[src/rtl/riscv_pkg.sv]
// Shared integer-datapath constants and types for the register file and its scoreboard.
package riscv_pkg;

  localparam int XLEN = 32;
  localparam int NREG = 32;
  localparam int AW   = $clog2(NREG);

  typedef logic [AW-1:0]   reg_addr_t;
  typedef logic [XLEN-1:0] xlen_t;

  localparam reg_addr_t REG_ZERO = '0;

endpackage

[src/rtl/regfile_scoreboard.sv]
// Per-register busy bits tracking outstanding long-latency (load) results.
module regfile_scoreboard
  import riscv_pkg::*;
#(
  parameter int NREG     = riscv_pkg::NREG,
  parameter int AW       = $clog2(NREG),
  parameter int ZERO_REG = 1
) (
  input  logic            i_clk,
  input  logic            i_srst_n,
  input  logic            i_issue_en,
  input  logic [AW-1:0]   i_issue_addr,
  input  logic            i_clr_en,
  input  logic [AW-1:0]   i_clr_addr,
  output logic [NREG-1:0] o_busy_vec
);

  localparam bit ZR_EN = (ZERO_REG != 0);

  logic [NREG-1:0] r_busy;

  // A new issue outranks a completing load to the same register in the same cycle.
  always_ff @(posedge i_clk or negedge i_srst_n) begin
    if (!i_srst_n) begin
      r_busy <= '0;
    end else begin
      for (int r = 0; r < NREG; r++) begin
        if (i_issue_en && (i_issue_addr == AW'(r)) && !(ZR_EN && (r == 0))) begin
          r_busy[r] <= 1'b1;
        end else if (i_clr_en && (i_clr_addr == AW'(r))) begin
          r_busy[r] <= 1'b0;
        end
      end
    end
  end

  assign o_busy_vec = r_busy;

endmodule

[src/rtl/regfile_mp_sb.sv]
// Multi-read, dual-write integer register file with optional write bypass, hardwired x0
// and a load-use scoreboard.
module regfile_mp_sb
  import riscv_pkg::*;
#(
  parameter int XLEN     = riscv_pkg::XLEN,
  parameter int NREG     = riscv_pkg::NREG,
  parameter int NUM_RD   = 2,
  parameter int BYPASS   = 1,
  parameter int ZERO_REG = 1,
  localparam int AW      = $clog2(NREG)
) (
  input  logic                   clk,
  input  logic                   srst_n,
  input  logic [NUM_RD*AW-1:0]   raddr,
  output logic [NUM_RD*XLEN-1:0] rdata,
  output logic [NUM_RD-1:0]      rbusy,
  input  logic                   wen0,
  input  logic [AW-1:0]          waddr0,
  input  logic [XLEN-1:0]        wdata0,
  input  logic                   wen1,
  input  logic [AW-1:0]          waddr1,
  input  logic [XLEN-1:0]        wdata1,
  input  logic                   issue_en,
  input  logic [AW-1:0]          issue_addr,
  output logic [NREG-1:0]        busy_vec
);

  localparam bit BYP_EN = (BYPASS != 0);
  localparam bit ZR_EN  = (ZERO_REG != 0);

  logic [XLEN-1:0] r_regs [NREG];
  logic            w_we0;
  logic            w_we1;
  logic [NREG-1:0] w_busyVec;

  assign w_we0 = wen0 & ~(ZR_EN & (waddr0 == '0));
  assign w_we1 = wen1 & ~(ZR_EN & (waddr1 == '0));

  // wp1 is written last so the LSU value lands when both ports hit the same register.
  always_ff @(posedge clk or negedge srst_n) begin
    if (!srst_n) begin
      for (int i = 0; i < NREG; i++) begin
        r_regs[i] <= '0;
      end
    end else begin
      if (w_we0) begin
        r_regs[waddr0] <= wdata0;
      end
      if (w_we1) begin
        r_regs[waddr1] <= wdata1;
      end
    end
  end

  regfile_scoreboard #(
    .NREG     (NREG),
    .AW       (AW),
    .ZERO_REG (ZERO_REG)
  ) u_scoreboard (
    .i_clk        (clk),
    .i_srst_n     (srst_n),
    .i_issue_en   (issue_en),
    .i_issue_addr (issue_addr),
    .i_clr_en     (wen1),
    .i_clr_addr   (waddr1),
    .o_busy_vec   (w_busyVec)
  );

  assign busy_vec = w_busyVec;

  for (genvar k = 0; k < NUM_RD; k++) begin : g_rd
    logic [AW-1:0]   w_addr;
    logic [XLEN-1:0] w_data;
    logic            w_busy;

    assign w_addr = raddr[k*AW +: AW];

    // Forwarding follows the same LSU-over-ALU priority as the storage write.
    always_comb begin
      w_data = r_regs[w_addr];
      if (BYP_EN && wen1 && (waddr1 == w_addr)) begin
        w_data = wdata1;
      end else if (BYP_EN && wen0 && (waddr0 == w_addr)) begin
        w_data = wdata0;
      end
      if ((ZR_EN && (w_addr == '0)) || !srst_n) begin
        w_data = '0;
      end
    end

    assign w_busy = srst_n & w_busyVec[w_addr] & ~(BYP_EN & wen1 & (waddr1 == w_addr));

    assign rdata[k*XLEN +: XLEN] = w_data;
    assign rbusy[k]              = w_busy;
  end

endmodule
[config.mk]
export PLATFORM = sky130hd
export DESIGN_NAME = regfile_mp_sb
export DESIGN_NICKNAME = d
export VERILOG_FILES = /design/src/rtl/riscv_pkg.sv /design/src/rtl/regfile_scoreboard.sv /design/src/rtl/regfile_mp_sb.sv
export SDC_FILE = /design/constraint.sdc
export NUM_CORES = 2
export LEC_CHECK = 0
export BUFFER_PORTS_ARGS = -buffer_cell sky130_fd_sc_hd__buf_2
export CAP_MARGIN = 20
export CORE_MARGIN = 8
export CORE_UTILIZATION = 30
export CTS_BUF_LIST = sky130_fd_sc_hd__clkbuf_16
export DETAILED_ROUTE_END_ITERATION = 7
export GPL_ROUTABILITY_DRIVEN = 0
export SLEW_MARGIN = 20
export SYNTH_ARGS = -nofsm -noshare
export SYNTH_HDL_FRONTEND = slang
export SYNTH_HIERARCHICAL = 1
export SYNTH_SLANG_ARGS = --single-unit
[constraint.sdc]
create_clock -name clk -period 2.5 [get_ports clk]
set_input_delay 0.25 -clock clk [delete_from_list [all_inputs] [get_ports clk]]
set_output_delay 0.25 -clock clk [all_outputs]
set_load 0.02 [all_outputs]
==> metrics.cfg <==
[sta]
tns_ps = -22950
setup_violations = 66
hold_ws_ps = 15.1
min_period_over_period_pct = 123
fmax_mhz = 325
grt_setup_unrepaired = true
fin_worst_skew_ps = 0
fin_crit_ps = 3080
tightest_slew_ps = 1130
setup_ws_ps = -579
finalHoldViolations = 0
maxSlewHeadroom_pct = 24.6
report.final.slew_viol_count = 0

[critical_path]
critPathLaunchType = flop
critPathBufInv = 1
crit_end = rdata[8]
ff2ff_setup_slack_ps = 1090
path_delay_family = compound AO/OA/AOI/OAI gates
crit_fanout = 3
cp-end-kind = output port
path_class = reg2out
rr_worst_depth = 4
cp_slowest_stage_delay_ps = 510
cp.arrival_ps = 2830
r2r_start = u_scoreboard/o_busy_vec[31]
crit_slowest_cell = mux4_2
critical_path_required_ps = 2250
crit_path_start = r_regs[744]
cp.depth = 6
crit_chain = mux4_2 -> a22oi_2 -> nand2_2 -> a311oi_4 -> o32ai_4 -> buf_6
worstReg2RegEnd = u_scoreboard/o_busy_vec[31]

[synth]
synth_compound_area_share_pct = 14.9
yosys.area_share.simple_pct = 8.66
syn_nets = 6541
synth_ff_type = dfrtp_1
yosys_warnings = 6
avgSynthCellArea_um2 = 10.4
syn_area_mm2 = 0.0667
netlist_instances = 6447
synth_top_area_share_pct = 39.6
yosysTopAreaCell = dfrtp_1
synthMuxAreaShare_pct = 30.8
synth-xor-area-share_pct = 0.262
synth_fa_ha_area_share_pct = 0
synth_cell_types = 72
ys_seq_area_share_pct = 39.6
synth_top_family_by_area = multiplexers
ys_top_cells_by_area = dfrtp_1, mux4_2, mux2i_1
synth-seq-cells = 1055
yosysMostFrequentCell = dfrtp_1
ys_top_cells_by_count = dfrtp_1, mux2i_1, nor2_1
async_flop_share_pct = 100
synth-edff-count = 0

[finish]
finish.instance_area_mm2 = 0.0823
layout.nets = 6756
seq_area_mm2 = 0.0264
multi_input_area_mm2 = 0.0389
fillers = 21600
layout-drive-gt1-share_pct = 28.5
syn2layout_area_growth_pct = 23.3
fin_util_pct = 37.1

[drt]
ant_nets = 0
drc_errors = 0
drtIter0Drc = 9997
via_per_inst = 6.28
drt_first_pass_iters = 7
wl_mm = 331
vias = 61300
wl_per_cell_um = 33.9

[clocking]
insertion_delay_ps = 790
clk_root_buffer_cell = clkbuf_16
htreeDepth = 3
clock_path_buffers = 3
cts_buffers = 112
cts_tree = done
clk_pin_slew_worst_paths_ps = 60
clock_sinks = 1055

[power_and_ir_drop]
power_density_mw_per_mm2 = 739
leakage_nw = 34.1
vdd_ir_drop_max_mv = 0.655

[job]
maxCapViolations = 0

[global_routing]
grt_pass1_wl_mm = 460
first_global_vias = 59500
antenna_found_initial = 30
grt.overflow.total = 0
grt.total_usage_pct = 26.7
grt_start_max_net_pins = 172

[outcome]
violations = setup timing
status = complete, but fails checks

[floorplanning]
die_w_um = 488
start_util_pct = 30.1
dieArea_mm2 = 0.238
row_count = 173
die_y_um = 488
io_pins = 192
core_region_area_mm2 = 0.222

[place]
portBuffers = 190
dp_hpwl_mm = 211
pre_cts_ws_ps = -848
placed_area_mm2 = 0.0754

[min_path]
min_path_type = in2reg
holdPathStages = 4

-- metal layers --
metal	share of wire, %	up-vias	track usage, %
met1	34	30100	31.0
met2	42	5247	38.8
li1	-	24300	-
met4	11	6	23.6
met3	13	1639	9.21
met5	0.014	-	0
-- through the flow --
step           std cells  total power [W]
2_1_floorplan       6447           0.0353
3_3_place_gp        9423           0.0408
3_5_place_dp        9423           0.0415
4_1_cts             9713           0.0598
5_1_grt             9737           0.0628
6_report            9750           0.0609
-- worst min path at each step --
stage                          start          end  slack [ps]
after CTS                 wdata1[21]  r_regs[949]         0.7
after global placement        srst_n  r_regs[332]         100
after global routing      wdata1[21]  r_regs[885]          50
after floorplan               srst_n    r_regs[0]         -50
final                     wdata1[21]  r_regs[949]          20
after detailed placement      srst_n  r_regs[236]         100
-- sequential cells by signal, summed over array words and instances, names as in the netlist --
name,flops
r_regs,1024
u_scoreboard/o_busy_vec,31
-- power breakdown --
| part | switching (W) | leakage (nW) | internal [W] |
|---|---|---|---|
| clock | 0.00790 | 1.84 | 0.00916 |
| combinational | 0.00896 | 19.4 | 0.00946 |
| sequential | 0.00387 | 12.8 | 0.0215 |
| total | 0.0207 | 34.1 | 0.0401 |
-- cells by family (layout without fill, tap and decap cells) --
logic type | count (synthesis) | after routing
muxes | 1445 | 1445
DFF | 1055 | 1055
and+or+nand+nor | 1394 | 1394
xor gates and xnor gates | 20 | 20
buffers and inverters | 858 | 1168
AOI/OAI and AO/OA | 1674 | 1674
other | 1 | 19
-- worst min-delay path: cells and delay by family --
kind / cells / cell delay, ps
buffers and inverters: 2 / 360
and+or+nand+nor: 1 / 90
AOI/OAI and AO/OA: 1 / 60
-- layout by cell type, fill, tap and decap left out, types with 175 or more instances in the layout --
cell,n
a21oi_1,735
a32oi_1,175
buf_12,184
buf_4,520
dfrtp_1,1054
mux2i_1,938
mux4_2,488
nand2_1,349
nor2_1,779
o21ai_0,327
-- layout make-up --
| class | instances | share of cell area, % |
|---|---|---|
| inverter | 10 | 0.0456 |
| tap | 2975 | 4.52 |
| sequential | 1055 | 32.1 |
| timing repair buffer | 949 | 11.7 |
| clock inverter | 95 | 0.842 |
| antenna | 18 | 0.0547 |
| clock buffer | 114 | 3.47 |
| multi-input combinational | 4534 | 47.3 |
-- timing repair --
item / 4_1_cts / 5_1_grt
endpoints found under the hold margin: 295 / 2
hold buffers: 39 / 1
buffers inserted: 66 / 20
gates cloned: 1 / 1
endpoints found under the setup margin: 66 / 66
pin swaps: 212 / 58
gates resized for setup: 403 / 115
Note: power is estimated with default switching activity, not from simulation.
